==> config.mk <==
export PLATFORM = sky130hd
export DESIGN_NAME = uart_host_ctrl
export DESIGN_NICKNAME = d
export VERILOG_FILES = /design/src/rtl/uart_host_ctrl.sv
export SDC_FILE = /design/constraint.sdc
export NUM_CORES = 1
export LEC_CHECK = 0
export ABC_AREA = 1
export CAP_MARGIN = 25
export CORE_MARGIN = 3
export CORE_UTILIZATION = 35
export DETAILED_ROUTE_END_ITERATION = 12
export PLACE_DENSITY = 0.52
export REMOVE_ABC_BUFFERS = 1
export SYNTH_ARGS = -nofsm -noshare
export SYNTH_HDL_FRONTEND = slang
export SYNTH_SLANG_ARGS = --single-unit
==> constraint.sdc <==
create_clock -name clk -period 3.3 [get_ports clk]
set_input_delay 0.66 -clock clk [delete_from_list [all_inputs] [get_ports clk]]
set_output_delay 0.66 -clock clk [all_outputs]
set_load 0.1 [all_outputs]
==> src/rtl/uart_host_ctrl.sv <==
// UART register-interface sequencer: programs the UART config, then polls status and moves
// bytes between the UART data register and an internal TX FIFO / RX FIFO pair.
module uart_host_ctrl #(
  parameter logic [7:0]  CFG_INIT = 8'h08,
  parameter int unsigned AW       = 4,
  parameter int unsigned SETTLE   = 2
) (
  input  logic       clk,
  input  logic       rst,
  input  logic       cfg_wr,
  input  logic [7:0] cfg_data,
  input  logic       tx_valid,
  input  logic [7:0] tx_data,
  output logic       tx_ready,
  output logic       rx_valid,
  output logic [7:0] rx_data,
  input  logic       rx_ready,
  input  logic       err_clr,
  output logic [2:0] err_flags,
  output logic       cfg_busy,
  output logic [7:0] writes,
  output logic [7:0] reads,
  output logic [7:0] udi,
  input  logic [7:0] udo
);

  localparam int unsigned   Depth      = 1 << AW;
  localparam logic [3:0]    SettleLast = 4'(SETTLE - 1);
  localparam logic [AW-1:0] PtrOne     = 1;
  localparam logic [AW:0]   CntOne     = 1;

  typedef enum logic [2:0] {StCfg, StPoll, StRdd, StWrd, StSet} state_e;

  state_e     state_q, state_d;
  logic [3:0] set_cnt_q, set_cnt_d;
  logic [7:0] cfg_reg_q, cfg_reg_d;
  logic       cfg_pend_q, cfg_pend_d;
  logic [2:0] err_q, err_d;

  logic [7:0]    tx_mem [Depth];
  logic [7:0]    rx_mem [Depth];
  logic [AW-1:0] tx_wr_q, tx_wr_d, tx_rd_q, tx_rd_d;
  logic [AW-1:0] rx_wr_q, rx_wr_d, rx_rd_q, rx_rd_d;
  logic [AW:0]   tx_cnt_q, tx_cnt_d, rx_cnt_q, rx_cnt_d;
  logic          tx_push, tx_pop, rx_push, rx_pop;
  logic          tx_empty, tx_full, rx_empty, rx_full;

  assign tx_empty = (tx_cnt_q == '0);
  assign tx_full  = tx_cnt_q[AW];
  assign rx_empty = (rx_cnt_q == '0);
  assign rx_full  = rx_cnt_q[AW];

  // Client-facing handshakes are held low while reset is asserted.
  assign tx_ready = !rst && !tx_full;
  assign rx_valid = !rst && !rx_empty;
  assign rx_data  = rx_valid ? rx_mem[rx_rd_q] : 8'h00;

  assign tx_push = tx_valid && tx_ready;
  assign tx_pop  = !rst && (state_q == StWrd);
  assign rx_push = !rst && (state_q == StRdd);
  assign rx_pop  = rx_valid && rx_ready;

  assign err_flags = err_q;
  assign cfg_busy  = cfg_pend_q;

  always_comb begin
    state_d    = state_q;
    set_cnt_d  = '0;
    cfg_reg_d  = cfg_reg_q;
    cfg_pend_d = cfg_pend_q;
    err_d      = err_q;
    unique case (state_q)
      StCfg: state_d = StPoll;
      StPoll: begin
        // Reconfigure only once the TX FIFO has drained; queued bytes keep flowing meanwhile.
        if (cfg_pend_q && udo[1] && tx_empty) begin
          state_d = StCfg;
        end else if (udo[0] && !rx_full) begin
          state_d = StRdd;
        end else if (udo[1] && !tx_empty) begin
          state_d = StWrd;
        end
      end
      StRdd, StWrd: state_d = StSet;
      StSet: begin
        if (set_cnt_q == SettleLast) begin
          state_d = StPoll;
        end else begin
          set_cnt_d = set_cnt_q + 4'd1;
        end
      end
      default: state_d = StCfg;
    endcase

    if (state_q == StCfg) cfg_pend_d = 1'b0;
    if (cfg_wr) begin
      cfg_pend_d = 1'b1;
      cfg_reg_d  = cfg_data;
    end

    if (err_clr) begin
      err_d = '0;
    end else if (state_q == StPoll) begin
      err_d = err_q | udo[4:2];
    end
  end

  always_comb begin
    tx_wr_d  = tx_push ? tx_wr_q + PtrOne : tx_wr_q;
    tx_rd_d  = tx_pop ? tx_rd_q + PtrOne : tx_rd_q;
    tx_cnt_d = tx_cnt_q;
    if (tx_push && !tx_pop) tx_cnt_d = tx_cnt_q + CntOne;
    if (!tx_push && tx_pop) tx_cnt_d = tx_cnt_q - CntOne;

    rx_wr_d  = rx_push ? rx_wr_q + PtrOne : rx_wr_q;
    rx_rd_d  = rx_pop ? rx_rd_q + PtrOne : rx_rd_q;
    rx_cnt_d = rx_cnt_q;
    if (rx_push && !rx_pop) rx_cnt_d = rx_cnt_q + CntOne;
    if (!rx_push && rx_pop) rx_cnt_d = rx_cnt_q - CntOne;
  end

  // Strobes are Moore outputs of the state register, forced idle during reset.
  always_comb begin
    writes = '0;
    reads  = '0;
    udi    = '0;
    if (!rst) begin
      unique case (state_q)
        StCfg: begin
          writes[6] = 1'b1;
          udi       = cfg_reg_q;
        end
        StPoll: reads[1] = 1'b1;
        StRdd:  reads[0] = 1'b1;
        StWrd: begin
          writes[0] = 1'b1;
          udi       = tx_mem[tx_rd_q];
        end
        default: ;
      endcase
    end
  end

  always_ff @(posedge clk) begin
    if (rst) begin
      state_q    <= StCfg;
      set_cnt_q  <= '0;
      cfg_reg_q  <= CFG_INIT;
      cfg_pend_q <= 1'b0;
      err_q      <= '0;
      tx_wr_q    <= '0;
      tx_rd_q    <= '0;
      tx_cnt_q   <= '0;
      rx_wr_q    <= '0;
      rx_rd_q    <= '0;
      rx_cnt_q   <= '0;
    end else begin
      state_q    <= state_d;
      set_cnt_q  <= set_cnt_d;
      cfg_reg_q  <= cfg_reg_d;
      cfg_pend_q <= cfg_pend_d;
      err_q      <= err_d;
      tx_wr_q    <= tx_wr_d;
      tx_rd_q    <= tx_rd_d;
      tx_cnt_q   <= tx_cnt_d;
      rx_wr_q    <= rx_wr_d;
      rx_rd_q    <= rx_rd_d;
      rx_cnt_q   <= rx_cnt_d;
    end
  end

  always_ff @(posedge clk) begin
    if (tx_push) tx_mem[tx_wr_q] <= tx_data;
    if (rx_push) rx_mem[rx_wr_q] <= udo;
  end

endmodule

==> impl_metrics.json <==
{
  "grt_pass1_vias": 8430,
  "post-dp-hpwl_um": 20200,
  "avgSynthCellArea_um2": 10.7,
  "syn_inst": 1234,
  "htreeDepth": 2,
  "overflow": 0,
  "drive_gt1_share_pct": 10.7,
  "grt_max_degree": 88,
  "yosys_warnings": 0,
  "timing.fmax_ghz": 0.327,
  "clock-root-buffer": "clkbuf_16",
  "synth-edff-count": 256,
  "fin_crit_sh_pct": 92.6,
  "yosysSeqAreaShare_pct": 66.1,
  "worst_hold_path_type": "flip-flop to flip-flop",
  "worst_pin_slew_ps": 856,
  "end_kind": "primary output",
  "drv_slew": 0,
  "critPathTopFamily": "simple AND/OR/NAND/NOR gates",
  "die_h_um": 201,
  "path_class": "flip-flop to primary output",
  "postRouteWirelength_um": 31500,
  "io_buffers": 55,
  "relSlewSlack_pct": 42.8,
  "cp.arrival_ps": 2400,
  "drtAntennaViolNets": 0,
  "diodes": 0,
  "cp-start-kind": "flip-flop",
  "final_util_pct": 42.9,
  "die_area_um2": 40200,
  "place.gp.congestion": 0.785,
  "tns_ps": 0,
  "period_minus_slack_ps": 3060,
  "cts_tree": "built",
  "cts_made_buffers": 36,
  "path_cells": "buf_12 > nor2_1 > nor2_1 > o21ai_0 > nand3_1 > nand3_1 > nand2_1 > nand2_1 > nand2_1 > buf_12",
  "p_per_area_nw_per_um2": 603,
  "post-place-ws_ps": 320,
  "setup_slack_ps": 244,
  "worstPathMaxFanout": 87,
  "whs_ps": 451,
  "drt_iter0_markers": 473,
  "rsz0062_at_grt": "no",
  "io_pins": 68,
  "synth_top_flop_cell": "edfxtp_1",
  "cts.clk_slew.worst_paths_ps": 60,
  "synthesis.area_um2": 13200,
  "synthArstFlopShare_pct": 0,
  "ir_drop_v": 0.000334,
  "grt_usage_pct": 15.3,
  "start_util_pct": 35.8,
  "clk_path_buf_depth": 3,
  "path_buf_inv": 2,
  "critPathRequiredTime_ps": 2640,
  "finalSetupViolCount": 0,
  "total_leakage_power_uw": 0.00595,
  "final_hold_viol_count": 0,
  "cap_viol_max_count": 0,
  "firstDrtPassIters": 5,
  "rows": 70,
  "clk_latency_ps": 530,
  "vias": 8788,
  "drt-vias-per-instance": 4.74,
  "syn_to_final_growth_pct": 19.8,
  "cp_common_cell": "nand2_1",
  "nets": 1374,
  "skew_ps": 16.1,
  "die_w_um": 201,
  "cts.sinks": 309,
  "drcViolationCount": 0,
  "slowest_delay_ps": 370,
  "grt_pass1_wl_um": 48500,
  "status": "finished, final reports clean",
  "wl_per_cell_um": 17.0,
  "coreArea_um2": 37000,
  "ys_ff_latch": 309,
  "antenna_found_initial": 0,
  "slowest_stage": "dfxtp_2",
  "yosysUniqueCellTypes": 36
}
==> sequential cells by signal (all words and copies together) (netlist names), named ones only <==
signal and flops:
cfg_reg_q 8, cfg_busy 1, tx_mem 128, tx_cnt_q 5
err_flags 3, rx_rd_q 4, rx_wr_q 4, tx_wr_q 4
state_q 3, rx_cnt_q 5, rx_mem 128, set_cnt_q 4
tx_rd_q 4
==> area by class of cell <==
class	instances	area (um2)
tap	504	631
timing repair buffer	110	1220
fill	3529	21100
multi-input combinational	718	3540
sequential	309	8750
clock buffer	51	998
inverter	149	564
clock inverter	14	145
==> layout by cell type, fill, tap and decap left out, types with 9 or more instances in the layout <==
cell type        instances
buf_4                   55
clkdlybuf4s50_1         29
nand3_1                111
a21oi_1                 60
nor2_1                 126
nand2_1                230
o21ai_0                 63
inv_1                  145
o21ai_1                 12
conb_1                  12
clkbuf_16               37
dfxtp_1                 50
buf_12                  26
o211ai_1                52
edfxtp_1               256
ha_1                    19
clkbuf_1                12
o211ai_2                 9
==> per-stage QoR <==
step                power, uW  cells  cell area (um2)
floorplan                5260   1176            12900
global placement         5800   1790            14700
detailed placement       5800   1790            14700
CTS                      9680   1855            15900
global route             9950   1855            15900
finish                   9570   1855            15900
==> kinds of logic (layout without fill, tap and decap cells) <==
kind of cell	count (synthesis)	in the layout	share of synthesized area (%)
AO/OA/AOI/OAI	201	201	9.18
XOR/XNOR	9	9	0.595
adder cells (fa/ha/maj)	20	20	1.95
buffers and inverters	218	324	7.48
flip-flops	309	309	66.1
other	1	12	0.0283
AND/OR/NAND/NOR	476	476	14.7
==> metal layers <==
layer | GRT usage, % | vias up | part of all wire [%]
met1 | 19.7 | 4221 | 44
met5 | 0 | - | 0
met4 | 4.79 | 0 | 2.5
li1 | - | 4362 | -
met3 | 2.46 | 51 | 3.9
met2 | 26.6 | 154 | 50
==> power by group <==
group | internal (uW) | switching (uW)
Sequential | 4280 | 69.8
Combinational | 428 | 928
Clock | 2340 | 1520
Total | 7050 | 2520
==> final timing paths <==
check,startpoint,slack [ps],depth (start not counted),end
setup reg to reg,state_q[1]$_SDFFE_PP0P_,990,18,tx_cnt_q[4]$_SDFFE_PP0P_
hold reg to reg,tx_rd_q[3]$_SDFFE_PP0N_,450,1,tx_rd_q[3]$_SDFFE_PP0N_
hold / removal,tx_rd_q[3]$_SDFFE_PP0N_,450,1,tx_rd_q[3]$_SDFFE_PP0N_
setup / recovery,flip-flop,240,10,udi[5]
==> Yosys cell counts (2+ instances only) <==
cell	instances	area [um2]
edfxtp_1	256	7690
nand2_1	230	863
inv_1	145	544
nor2_1	126	473
nand3_1	111	556
o21ai_0	63	315
a21oi_1	60	300
dfxtp_1	53	1060
o211ai_1	52	390
buf_2	24	120
buf_4	23	173
ha_1	19	238
o21ai_1	12	60.1
clkbuf_1	11	41.3
o211ai_2	9	113
buf_6	7	78.8
xor2_1	5	43.8
xnor2_1	4	35.0
buf_1	3	11.3
nor3_1	3	15.0
inv_2	2	7.51
o21a_1	2	15.0
==> what timing repair did <==
item | CTS | global route
setup buffers | 0 | 0
gates resized for setup | 0 | 1
endpoints found under the setup margin | 0 | 1
hold buffers | 0 | 0
Power figures use the tool's default switching activity.
==> RTL edit, RTL diff (same settings) <==
The 5 states of `state_e` get a Gray code encoding in 3 bits.
--- a/src/rtl/uart_host_ctrl.sv
+++ b/src/rtl/uart_host_ctrl.sv
@@ -29,7 +29,7 @@
   localparam logic [AW-1:0] PtrOne     = 1;
   localparam logic [AW:0]   CntOne     = 1;
 
-  typedef enum logic [2:0] {StCfg, StPoll, StRdd, StWrd, StSet} state_e;
+  typedef enum logic [2:0] {StCfg = 3'b000, StPoll = 3'b001, StRdd = 3'b011, StWrd = 3'b010, StSet = 3'b110} state_e;
 
   state_e     state_q, state_d;
   logic [3:0] set_cnt_q, set_cnt_d;
Formal check against the unedited RTL: same outputs for any inputs over 10 cycles, from zero or initial values and one cycle with rst high; not proved beyond that.
==> RTL edit against the unedited design <==
Routed wire length shrank 2.1%; area after synthesis grew 0.73%; worst setup slack gained 31 ps; sequential cell count is the same; die area grew 0.70%; total power grew 6.2%; cell area grew 1.0%; non-clock buffer count shrank 1; synthesized cell count grew 4.5%.
==> RTL edit: results (changes against the unedited design) <==
| Metric | Value |
|---|---|
| Pwr/cell area | 634.0 nW/um2 (was 603.3 nW/um2) |
| Sequential share of the synthesized area | 65.59% (was 66.07%) |
| Nets | 1431 (was 1374) |
| Yosys cell types | 33 (was 36) |
| Top cells by instance count after synthesis | nand2_1 (325), edfxtp_1 (256), inv_1 (145) (was edfxtp_1 (256), nand2_1 (230), inv_1 (145)) |
| Xor/xnor share of the synthesized area | 0.7880% (was 0.5953%) |
| Cell count of the worst reg-to-reg path | 12 (was 18) |
| Drt first pass iters | 7 (was 5) |
| Comb pwr share | 18.4% (was 14.2%) |
| Synth Area in Compound Gates | 6.914% (was 9.185%) |
| Reg clk slew, reported paths | 60 ps (about the same) |
| First-pass GRT wire length | 48470 um (was 48490 um) |
| Worst hold endpoint | err_flags[1]$_SDFFE_PP0N_ (was tx_rd_q[3]$_SDFFE_PP0N_) |
| Peak supply drop | 389.8 uV (was 333.8 uV) |
| HP Start | err_flags[1]$_SDFFE_PP0N_ (was tx_rd_q[3]$_SDFFE_PP0N_) |
| Vias in the first global route | 8585 (was 8430) |
| Outcome | completed (unchanged) |
| Hold Path Depth | 2 (was 1) |
| Clock power frac | 38.2% (was 40.4%) |
| Adder-cell share of the synthesized area | 2.026% (was 1.947%) |
| P_int | 7.243 mW (was 7.052 mW) |
| Routability cong. | 0.7975 (was 0.7847) |
| Placement Cell Area | 14850 um2 (was 14710 um2) |
| Synth area leaders | edfxtp_1 (58%), nand2_1 (9.1%), dfxtp_1 (8.0%) (was edfxtp_1 (58%), dfxtp_1 (8.0%), nand2_1 (6.5%)) |
| Async SR Flop Fraction | 0% (unchanged) |
| Share of layout cells above drive strength 1 | 10.44% (was 10.73%) |
| Worst hold margin | 446.9 ps (was 450.6 ps) |
| Overall routing resource usage | 15.00% (was 15.33%) |
| HPWL after detailed placement | 19740 um (was 20190 um) |
| PortBufs | 55 (unchanged) |
| CP max FO | 22 (was 87) |
| Leak | 6.235 nW (was 5.946 nW) |
| DRT iter0 DRCs | 531 (was 473) |
| Least-Margin Pin Slew | 873.5 ps (was 855.5 ps) |
| Antenna violations before repair | 0 (unchanged) |
| Wire per inst | 16.14 um (was 16.98 um) |
| Via density | 4.687 (was 4.737) |
| Skew final | 21.28 ps (was 16.15 ps) |
| Largest net degree at the start of global routing | 85 (was 88) |
| Critical R2R Launch | state_q[0]$_SDFFE_PP0P_ (was state_q[1]$_SDFFE_PP0P_) |
==> RTL edit: worst max path at each step <==
stage               cells after the start  slack, ps  startpoint                        to
CTS                                     6         90   flip-flop                rx_data[6]
floorplan                               6      -1430   flip-flop                rx_data[2]
global route                           10         50   flip-flop                    udi[1]
finish                                 10        280   flip-flop                    udi[1]
detailed placement                     11        250         rst  tx_cnt_q[4]$_SDFFE_PP0P_
global placement                       11        300         rst  tx_cnt_q[4]$_SDFFE_PP0P_
==> RTL edit: area by class of cell <==
| class | instances | area (um2) |
|---|---|---|
| tap | 504 | 630.6 |
| timing repair buffer | 109 | 1241 |
| fill | 3467 | 21020 |
| clock buffer | 49 | 991.0 |
| multi-input combinational | 772 | 3669 |
| inverter | 152 | 570.5 |
| clock inverter | 17 | 170.2 |
| sequential | 309 | 8755 |
==> RTL edit: layer usage <==
layer	GRT usage (%)	vias up	part of all wire, %
li1	-	4472	-
met1	21.55	4257	47
met2	24.24	196	46
met3	2.103	37	4.8
met4	3.514	0	1.7
met5	0	-	0
==> RTL edit: metrics by stage <==
| step | TNS [ps] | instances | setup slack [ps] |
|---|---|---|---|
| 3_3_place_gp | 0 | 1845 | 303.0 |
| 2_1_floorplan | -15860 | 1233 | -1433 |
| 5_1_grt | 0 | 1912 | 46.10 |
| 3_5_place_dp | 0 | 1845 | 253.2 |
| 6_report | 0 | 1912 | 275.8 |
| 4_1_cts | 0 | 1911 | 85.47 |
==> RTL edit: critical path: stages (launching register included) <==
cell and delay, ps:
dfxtp_2 570, buf_4 350, nand2_1 90, nand2_1 90
nand2_1 50, nand3_1 120, nand3_1 140, nand2_1 100
nand2_1 40, nand2_1 110, buf_12 190
